File: src/rtl/sp_fwd_if.sv
`default_nettype none
// ============================================================================
//  Module      : sp_fwd_if
//  Description : Bundle of request, commit and forwarding signals for the
//                stack-pointer forwarding unit.
//                master : pipeline side; drives en, src_valid, src_sp,
//                         commit_valid, commit_op, commit_value, req
//                slave  : sp_fwd_unit; drives sp_out, sp_out_valid,
//                         sp_src_sel, arch_sp, ovf, unf
//  Revision    : 1.0  initial release
// ============================================================================
interface sp_fwd_if #(
    parameter int unsigned DATA_W  = 32,
    parameter int unsigned NUM_SRC = 2
);
    localparam int unsigned SEL_W = $clog2(NUM_SRC + 1);

    logic                        en;
    logic [NUM_SRC-1:0]          src_valid;
    logic [NUM_SRC*DATA_W-1:0]   src_sp;
    logic                        commit_valid;
    logic [1:0]                  commit_op;
    logic [DATA_W-1:0]           commit_value;
    logic                        req;
    logic [DATA_W-1:0]           sp_out;
    logic                        sp_out_valid;
    logic [SEL_W-1:0]            sp_src_sel;
    logic [DATA_W-1:0]           arch_sp;
    logic                        ovf;
    logic                        unf;

    modport master (
        output en, src_valid, src_sp, commit_valid, commit_op, commit_value, req,
        input  sp_out, sp_out_valid, sp_src_sel, arch_sp, ovf, unf
    );

    modport slave (
        input  en, src_valid, src_sp, commit_valid, commit_op, commit_value, req,
        output sp_out, sp_out_valid, sp_src_sel, arch_sp, ovf, unf
    );
endinterface
`default_nettype wire

File: src/rtl/sp_fwd_unit.sv
`default_nettype none
// ============================================================================
//  Module      : sp_fwd_unit
//  Description : Stack-pointer tracking and forwarding. Holds the
//                architectural SP (updated by push/pop/load commits), answers
//                SP requests one cycle later with the youngest in-flight value
//                or the (bypassed) architectural value, and keeps sticky
//                overflow/underflow flags.
//  Ports       : clk  - clock, rising edge
//                rst  - synchronous active-high reset
//                bus  - sp_fwd_if.slave (request, commit, forwarding, status)
//  Revision    : 1.0  initial release
// ============================================================================
module sp_fwd_unit #(
    parameter int unsigned       DATA_W   = 32,
    parameter int unsigned       NUM_SRC  = 2,
    parameter logic [DATA_W-1:0] SP_RESET = 32'h0000_0FFE,
    parameter logic [DATA_W-1:0] SP_LIMIT = 32'h0000_0800,
    parameter int unsigned       STEP     = 2
) (
    input  logic    clk,
    input  logic    rst,
    sp_fwd_if.slave bus
);
    localparam int unsigned c_SEL_W   = $clog2(NUM_SRC + 1);
    localparam logic [1:0]  c_OP_PUSH = 2'b01;
    localparam logic [1:0]  c_OP_POP  = 2'b10;
    localparam logic [1:0]  c_OP_LOAD = 2'b11;

    logic [DATA_W-1:0]  r_arch_sp;
    logic [DATA_W-1:0]  r_sp_out;
    logic               r_sp_out_valid;
    logic [c_SEL_W-1:0] r_sp_src_sel;
    logic               r_ovf;
    logic               r_unf;

    logic [DATA_W:0]    w_push_cand;
    logic [DATA_W:0]    w_pop_cand;
    logic               w_push_blk;
    logic               w_pop_blk;
    logic [DATA_W-1:0]  w_arch_nxt;
    logic               w_ovf_set;
    logic               w_unf_set;
    logic [DATA_W-1:0]  w_fwd_sp;
    logic [c_SEL_W-1:0] w_fwd_sel;

    // One extra bit catches wrap-around: the MSB is the borrow/carry.
    assign w_push_cand = {1'b0, r_arch_sp} - (DATA_W+1)'(STEP);
    assign w_pop_cand  = {1'b0, r_arch_sp} + (DATA_W+1)'(STEP);
    assign w_push_blk  = w_push_cand[DATA_W] | (w_push_cand[DATA_W-1:0] < SP_LIMIT);
    assign w_pop_blk   = w_pop_cand[DATA_W]  | (w_pop_cand[DATA_W-1:0]  > SP_RESET);

    always_comb begin
        w_arch_nxt = r_arch_sp;
        w_ovf_set  = 1'b0;
        w_unf_set  = 1'b0;
        if (bus.commit_valid) begin
            case (bus.commit_op)
                c_OP_PUSH: begin
                    if (w_push_blk) w_ovf_set  = 1'b1;
                    else            w_arch_nxt = w_push_cand[DATA_W-1:0];
                end
                c_OP_POP: begin
                    if (w_pop_blk)  w_unf_set  = 1'b1;
                    else            w_arch_nxt = w_pop_cand[DATA_W-1:0];
                end
                c_OP_LOAD: w_arch_nxt = bus.commit_value;
                default:   ;
            endcase
        end
    end

    // Descending scan so the lowest (youngest) valid index is the last
    // assignment and wins. With no valid source the post-commit architectural
    // value is forwarded, which bypasses a same-cycle commit.
    always_comb begin
        w_fwd_sp  = w_arch_nxt;
        w_fwd_sel = c_SEL_W'(NUM_SRC);
        for (int i = int'(NUM_SRC) - 1; i >= 0; i--) begin
            if (bus.src_valid[i]) begin
                w_fwd_sp  = bus.src_sp[i*DATA_W +: DATA_W];
                w_fwd_sel = c_SEL_W'(i);
            end
        end
    end

    always_ff @(posedge clk) begin
        if (rst) begin
            r_arch_sp      <= SP_RESET;
            r_sp_out       <= SP_RESET;
            r_sp_out_valid <= 1'b0;
            r_sp_src_sel   <= c_SEL_W'(NUM_SRC);
            r_ovf          <= 1'b0;
            r_unf          <= 1'b0;
        end else begin
            r_arch_sp <= w_arch_nxt;
            if (w_ovf_set) r_ovf <= 1'b1;
            if (w_unf_set) r_unf <= 1'b1;
            if (bus.en && bus.req) begin
                r_sp_out       <= w_fwd_sp;
                r_sp_src_sel   <= w_fwd_sel;
                r_sp_out_valid <= 1'b1;
            end else begin
                r_sp_out_valid <= 1'b0;
            end
        end
    end

    assign bus.sp_out       = r_sp_out;
    assign bus.sp_out_valid = r_sp_out_valid;
    assign bus.sp_src_sel   = r_sp_src_sel;
    assign bus.arch_sp      = r_arch_sp;
    assign bus.ovf          = r_ovf;
    assign bus.unf          = r_unf;
endmodule
`default_nettype wire

File: src/flat_wrapper.sv
// flat-port wrapper written by rule: the top's interface ports become plain ports
module sp_fwd_unit_flat 
#(
    parameter int unsigned       DATA_W   = 32,
    parameter int unsigned       NUM_SRC  = 2,
    parameter logic [DATA_W-1:0] SP_RESET = 32'h0000_0FFE,
    parameter logic [DATA_W-1:0] SP_LIMIT = 32'h0000_0800,
    parameter int unsigned       STEP     = 2
)
  (clk, rst, bus_en, bus_src_valid, bus_src_sp, bus_commit_valid, bus_commit_op, bus_commit_value, bus_req, bus_sp_out, bus_sp_out_valid, bus_sp_src_sel, bus_arch_sp, bus_ovf, bus_unf);
  sp_fwd_if #(.DATA_W(DATA_W), .NUM_SRC(NUM_SRC)) bus_i ();
  input  logic clk;
  input  logic rst;
  input wire logic [$bits(bus_i.en)-1:0] bus_en;
  input wire logic [$bits(bus_i.src_valid)-1:0] bus_src_valid;
  input wire logic [$bits(bus_i.src_sp)-1:0] bus_src_sp;
  input wire logic [$bits(bus_i.commit_valid)-1:0] bus_commit_valid;
  input wire logic [$bits(bus_i.commit_op)-1:0] bus_commit_op;
  input wire logic [$bits(bus_i.commit_value)-1:0] bus_commit_value;
  input wire logic [$bits(bus_i.req)-1:0] bus_req;
  output wire logic [$bits(bus_i.sp_out)-1:0] bus_sp_out;
  output wire logic [$bits(bus_i.sp_out_valid)-1:0] bus_sp_out_valid;
  output wire logic [$bits(bus_i.sp_src_sel)-1:0] bus_sp_src_sel;
  output wire logic [$bits(bus_i.arch_sp)-1:0] bus_arch_sp;
  output wire logic [$bits(bus_i.ovf)-1:0] bus_ovf;
  output wire logic [$bits(bus_i.unf)-1:0] bus_unf;
  assign bus_i.en = bus_en;
  assign bus_i.src_valid = bus_src_valid;
  assign bus_i.src_sp = bus_src_sp;
  assign bus_i.commit_valid = bus_commit_valid;
  assign bus_i.commit_op = bus_commit_op;
  assign bus_i.commit_value = bus_commit_value;
  assign bus_i.req = bus_req;
  assign bus_sp_out = bus_i.sp_out;
  assign bus_sp_out_valid = bus_i.sp_out_valid;
  assign bus_sp_src_sel = bus_i.sp_src_sel;
  assign bus_arch_sp = bus_i.arch_sp;
  assign bus_ovf = bus_i.ovf;
  assign bus_unf = bus_i.unf;
  sp_fwd_unit #(.DATA_W(DATA_W), .NUM_SRC(NUM_SRC), .SP_RESET(SP_RESET), .SP_LIMIT(SP_LIMIT), .STEP(STEP)) u_core (.clk(clk), .rst(rst), .bus(bus_i));
endmodule
File: config.mk
export PLATFORM = sky130hd
export DESIGN_NAME = sp_fwd_unit_flat
export DESIGN_NICKNAME = d
export VERILOG_FILES = /design/src/rtl/sp_fwd_if.sv /design/src/rtl/sp_fwd_unit.sv /design/src/flat_wrapper.sv
export SDC_FILE = /design/constraint.sdc
export NUM_CORES = 1
export LEC_CHECK = 0
export ABC_AREA = 1
export CAP_MARGIN = 5
export CORE_ASPECT_RATIO = 1.2
export CORE_MARGIN = 3
export CORE_UTILIZATION = 30
export CTS_CLUSTER_SIZE = 30
export DETAILED_ROUTE_END_ITERATION = 16
export PLACE_DENSITY = 0.55
export SETUP_SLACK_MARGIN = 0.3
export SYNTH_ARGS = -nofsm -noshare
export SYNTH_HDL_FRONTEND = slang
export SYNTH_SLANG_ARGS = --single-unit
export TNS_END_PERCENT = 50
File: constraint.sdc
create_clock -name clk -period 2.7 [get_ports clk]
set_input_delay 0.405 -clock clk [delete_from_list [all_inputs] [get_ports clk]]
set_output_delay 0.405 -clock clk [all_outputs]
set_load 0.03 [all_outputs]
# Yosys cells after proc, flatten, opt, wreduce, memory -nomap -nowiden
# Index checks and enable logic that the tools add are counted.
word_totals:
  in_bits: 105
  n_memories: 0
  latch_bits: 0
  romBits: 0
  reg_bits: 69
  ram_bits: 0
op_classes:
  n_addsub: 2
  magnitude_cmp: 2
  bitwise_logic: 2
  reduce_logical: 1
  eq_ne: 3
  multipliers: 0
  shift: 0
  muxes: 15
  div_mod_pow: 0
op_table:
  columns: ["op", "count"]
  rows:
  - ["$mux 32", 5]
  - ["$pmux 32 s3", 1]
  - ["$add 32x2->33 const B", 1]
  - ["$sub 32x2->33 const B", 1]
  - ["$gt 32x12->1 const B", 1]
  - ["$lt 32x12->1 const B", 1]
  - ["$mux 1", 7]
  - ["$eq 2x2->1 const B", 2]
  - ["$mux 2", 2]
  - ["$eq 2x1->1 const B", 1]
  - ["$or 1x1->1", 2]
  - ["$logic_and 1x1->1", 1]

# Logic depth before layout (Yosys ltp)
logic_depth:
  word_depth: 8
  ltp_mapped: 22
  mapped_depth_nobuf: 20

# Worst setup path before layout
# OpenSTA, ideal clock, no wires.
synth_path:
  path_type: "register -> register"
  startpoint: "register u_core.r_arch_sp[1], in the netlist u_core.bus.arch_sp[1]"
  endpoint: "register u_core.r_sp_out[4], in the netlist u_core.bus.sp_out[4]"
  n_path_buf: 0
  stages_incl_launch_ff: 15
  setup_time_ns: 0.121
  t_arrival_ns: 2.411
  required_time_ns: 2.579
  setup_slack_ns: 0.168
  path_cell_list: "dfxtp_1 ha_1 nand2_2 nor3_1 nand4_1 xor2_1 nand3_1 nor2_4 nand3_4 inv_1 nand2_1 o211ai_1 nand3_1 nand3_1 nand2_1"
synth_via:
  elab_chain_len: 8
  elab_cells_between_ends: 12
  cone_classes: "add/sub: 2; order compare: 2; mux: 6; bitwise: 2"
synth_rtl:
  columns: ["element", "line", "rtl"]
  rows:
  - ["start, declared", "sp_fwd_unit.sv:30", "logic [DATA_W-1:0] r_arch_sp;"]
  - ["start signal, assigned", "sp_fwd_unit.sv:96", "r_arch_sp <= w_arch_nxt;"]
  - ["$add 32x2->33 / $sub 32x2->33 (equally long branches)", "sp_fwd_unit.sv:49, sp_fwd_unit.sv:48", null]
  - ["$gt 32x12->1 / $lt 32x12->1 (equally long branches)", "sp_fwd_unit.sv:51, sp_fwd_unit.sv:50", null]
  - ["$or 1x1->1, on equally long branches", "sp_fwd_unit.sv:51, sp_fwd_unit.sv:50", null]
  - ["$mux 32, on equally long branches", "sp_fwd_unit.sv:64, sp_fwd_unit.sv:60", null]
  - ["$pmux 32 s3 *", "sp_fwd_unit.sv:58", "case (bus.commit_op)"]
  - ["$mux 32 *", "sp_fwd_unit.sv:57", "if (bus.commit_valid) begin"]
  - ["$mux 32 * (2 in a row)", "sp_fwd_unit.sv:80", "if (bus.src_valid[i]) begin"]
  - ["end signal, assigned", "sp_fwd_unit.sv:100", "r_sp_out <= w_fwd_sp;"]
  - ["end, declared", "sp_fwd_unit.sv:31", "logic [DATA_W-1:0] r_sp_out;"]
# Mark *: on every way between the ends. The rest lies on a longest branch, timed or not.
# A chain may end at the register's enable or synchronous reset.

# Worst setup path in the final report
layout_path:
  startpoint: "register u_core.r_arch_sp[3], in the netlist u_core.bus.arch_sp[3]"
  endpoint: "register u_core.r_sp_out[9], in the netlist u_core.bus.sp_out[9]"
# The elaborated chain is that of the path after synthesis.

==> results.sh <==
export IMPL_run_status="finished clean"
export IMPL_cts_max_path_buffers=2
export IMPL_synth_area_um2=5794
export IMPL_rsz0062_at_grt="true"
export IMPL_crit_arrival_ns=2.84
export IMPL_clk_latency_ns=0.34
export IMPL_power_density_nw_per_um2=427.8
export IMPL_clock_root_buffer="clkbuf_16"
export IMPL_hold_path_depth=2
export IMPL_sw_frac_of_total_pct=35.67
export IMPL_max_cap_violations=0
export IMPL_period_needed_ns=2.630
export IMPL_clkTransAtPathRegs_ns=0.06
export IMPL_grt_start_max_net_pins=40
export IMPL_crit_type="reg -> reg"
export IMPL_cts_tree="yes"
export IMPL_crit_fanout=7
export IMPL_cp_end_kind="flip-flop"
export IMPL_io_buffer_count=173
export IMPL_via_per_inst=5.080
export IMPL_setup_viol=0
export IMPL_synthArstFlopShare_pct=0
export IMPL_slew_violations=0
export IMPL_row_count=55
export IMPL_critPathSlowestCell="dfxtp_4"
export IMPL_place_congestion=0.9298
export IMPL_internal_power_uw=2608
export IMPL_synth_edf_count=0
export IMPL_skew_ns=0.006214
export IMPL_wl_per_cell_um=17.79
export IMPL_postSynthNetCount=1113
export IMPL_grt_pass1_wl_mm=41.83
export IMPL_antenna_found_initial=0
export IMPL_core_um2=18920
export IMPL_cp_num_buf_inv=4
export IMPL_drc=0
export IMPL_cts_hold_buf=0
export IMPL_layout_common_cells="295 x nand2_1, 173 x clkdlybuf4s50_1, 113 x buf_4"
export IMPL_first_pass_iters=5
export IMPL_synthCells=1006
export IMPL_antenna_cells=0
export IMPL_die_h_um=158.2
export IMPL_rr_worst_depth=18
export IMPL_crit_chain="nor2_4, nand2_4, nor2_4, buf_6, buf_6, nand4_1, nand2_2, nor2_2, nand2_1, nor2_2, nand3_2, nand2_4, buf_12, buf_16, o211ai_1, nand3_1, nand2_2, o21ai_1"
export IMPL_leakage_uw=0.004052
export IMPL_cp_top_family="simple AND/OR/NAND/NOR gates"
export IMPL_cts_sinks=69
export IMPL_grt_total_usage_pct=25.10
export IMPL_cp_depth=18
export IMPL_start_kind="flip-flop"
export IMPL_die_w_um=132.9
export IMPL_wl_mm=27.06
export IMPL_final_area_um2=9478
export IMPL_die_area_um2=21020
export IMPL_critPathRequiredTime_ns=2.91
export IMPL_start_util_pct=30.62
export IMPL_yosysSeqAreaShare_pct=23.84
export IMPL_final_common_cell="nand2_1"
export IMPL_hold_viol=0
export IMPL_ys_ff_latch=69
export IMPL_ys_types=38
export IMPL_first_iter_violations=476
export IMPL_cts_made_buffers=9
export IMPL_p_seq_share_pct=29.7
export IMPL_slowest_delay_ns=0.38
export IMPL_syn_to_final_growth_pct=63.57
export IMPL_ys_flop_type="dfxtp_1"
export IMPL_hpwl_mm=21.01
export IMPL_switchingPower_uw=1447
export IMPL_grt_remaining_overflow=0
export IMPL_yosys_warnings=0
export IMPL_fin_crit_sh_pct=97.39
export IMPL_worst_slew_pin_slew_ns=0.7449
export IMPL_combPwrFrac_pct=37.7
export IMPL_dpl_instance_area_um2=8298
export IMPL_worstHoldPathType="reg -> reg"
export IMPL_fin_setup_tns_ns=0
export IMPL_routed_via_count=7726
export IMPL_slew_headroom_pct=50.29
export IMPL_peakVddDrop_mv=0.2430
export IMPL_ant_nets=0
export IMPL_syn_avg_cell_area_um2=5.760
export IMPL_grt_pass1_vias=7625
export IMPL_fmax_ghz=0.3803
export IMPL_cts_htree_levels=3
export IMPL_drive_gt1_share_pct=23.95
export IMPL_pwr_share_clk_pct=32.5
export IMPL_ios=174
export IMPL_fin_nets=1367
==> cells in the mapped netlist, types with 7 or more instances <==
cell	count	area, um2
nor2_1	129	484.2
nor2_4	7	78.83
nand2_2	7	43.79
inv_1	81	304.0
xor2_1	22	192.7
nor2_2	12	75.07
nand2_1	320	1201
o211ai_1	24	180.2
a22o_1	7	61.31
nand3_1	118	590.6
dfxtp_1	69	1381
clkbuf_1	32	120.1
a221oi_1	17	148.9
o21ai_1	15	75.07
a21oi_1	55	275.3
buf_2	12	60.06
nor3_1	7	35.03
o21ai_0	19	95.09
nand4_1	19	118.9
==> cells by family after synthesis <==
group,share of synthesized area (%)
AND/OR/NAND/NOR,47.29
AO/OA/AOI/OAI,15.14
buffers and inverters,9.976
flip-flops,23.84
XOR/XNOR,3.325
adder cells (fa/ha/maj),0.4318
==> through the flow <==
stage	worst slack [ns]	hold slack [ns]	total power [uW]	instances	utilization (%)
floorplan	0.3025	0.5369	1929	1006	-
global placement	-0.06858	0.4495	2608	1473	43.85
detailed placement	-0.08461	0.4522	2601	1473	43.85
CTS	0.1793	0.4663	4005	1512	48.14
global route	-0.03166	0.5036	4248	1521	50.08
finish	0.07041	0.4701	4055	1521	50.08
==> area by class of cell <==
cell class / count / area, um2
clock buffers: 12 / 256.5
fillers: 1977 / 9447
inverters: 86 / 335.3
multi-input cells: 798 / 4323
flip-flops and latches: 69 / 1451
well taps: 256 / 320.3
repair buffers: 296 / 2721
clock inverters: 4 / 70.07
==> what timing repair did <==
action | 4_1_cts | 5_1_grt
gates cloned | 3 | 0
setup buffers | 20 | 9
pin swaps | 23 | 45
endpoints found under the setup margin | 63 | 64
resized for setup | 94 | 84
==> registers in the layout, summed over array words and instances, names as in the netlist <==
signal,cells
u_core.bus.arch_sp,32
u_core.bus.sp_out,32
u_core.bus.sp_src_sel,2
u_core.bus.ovf,1
u_core.bus.sp_out_valid,1
u_core.bus.unf,1
==> power by group through the flow <==
stage / clock network (uW) / registers (uW) / logic [uW]
floorplan: 0 / 1300 / 627
global placement: 0 / 1220 / 1390
detailed placement: 0 / 1220 / 1380
CTS: 1340 / 1200 / 1460
global route: 1370 / 1210 / 1660
finish: 1320 / 1210 / 1530
==> worst min-delay path, stage by stage (launching register included) <==
cell and delay, ns:
dfxtp_1 0.32, a31oi_1 0.04, nor2_1 0.07
==> worst paths after layout <==
kind | start | to | slack, ns
min | u_core.bus.ovf | u_core.bus.ovf | 0.47
max reg2reg | u_core.bus.arch_sp[3] | u_core.bus.sp_out[9] | 0.07
min reg2reg | u_core.bus.ovf | u_core.bus.ovf | 0.47
max | u_core.bus.arch_sp[3] | u_core.bus.sp_out[9] | 0.07
==> metal layers <==
metal | vias to the layer above | routed length (um) | GRT usage [%]
li1 | 3812 | - | -
met1 | 3598 | 11860 | 33.04
met2 | 275 | 12940 | 42.79
met3 | 41 | 1681 | 4.005
met4 | 0 | 572 | 6.832
met5 | - | 0 | 0
No activity file was read; power rests on OpenSTA's default activity.
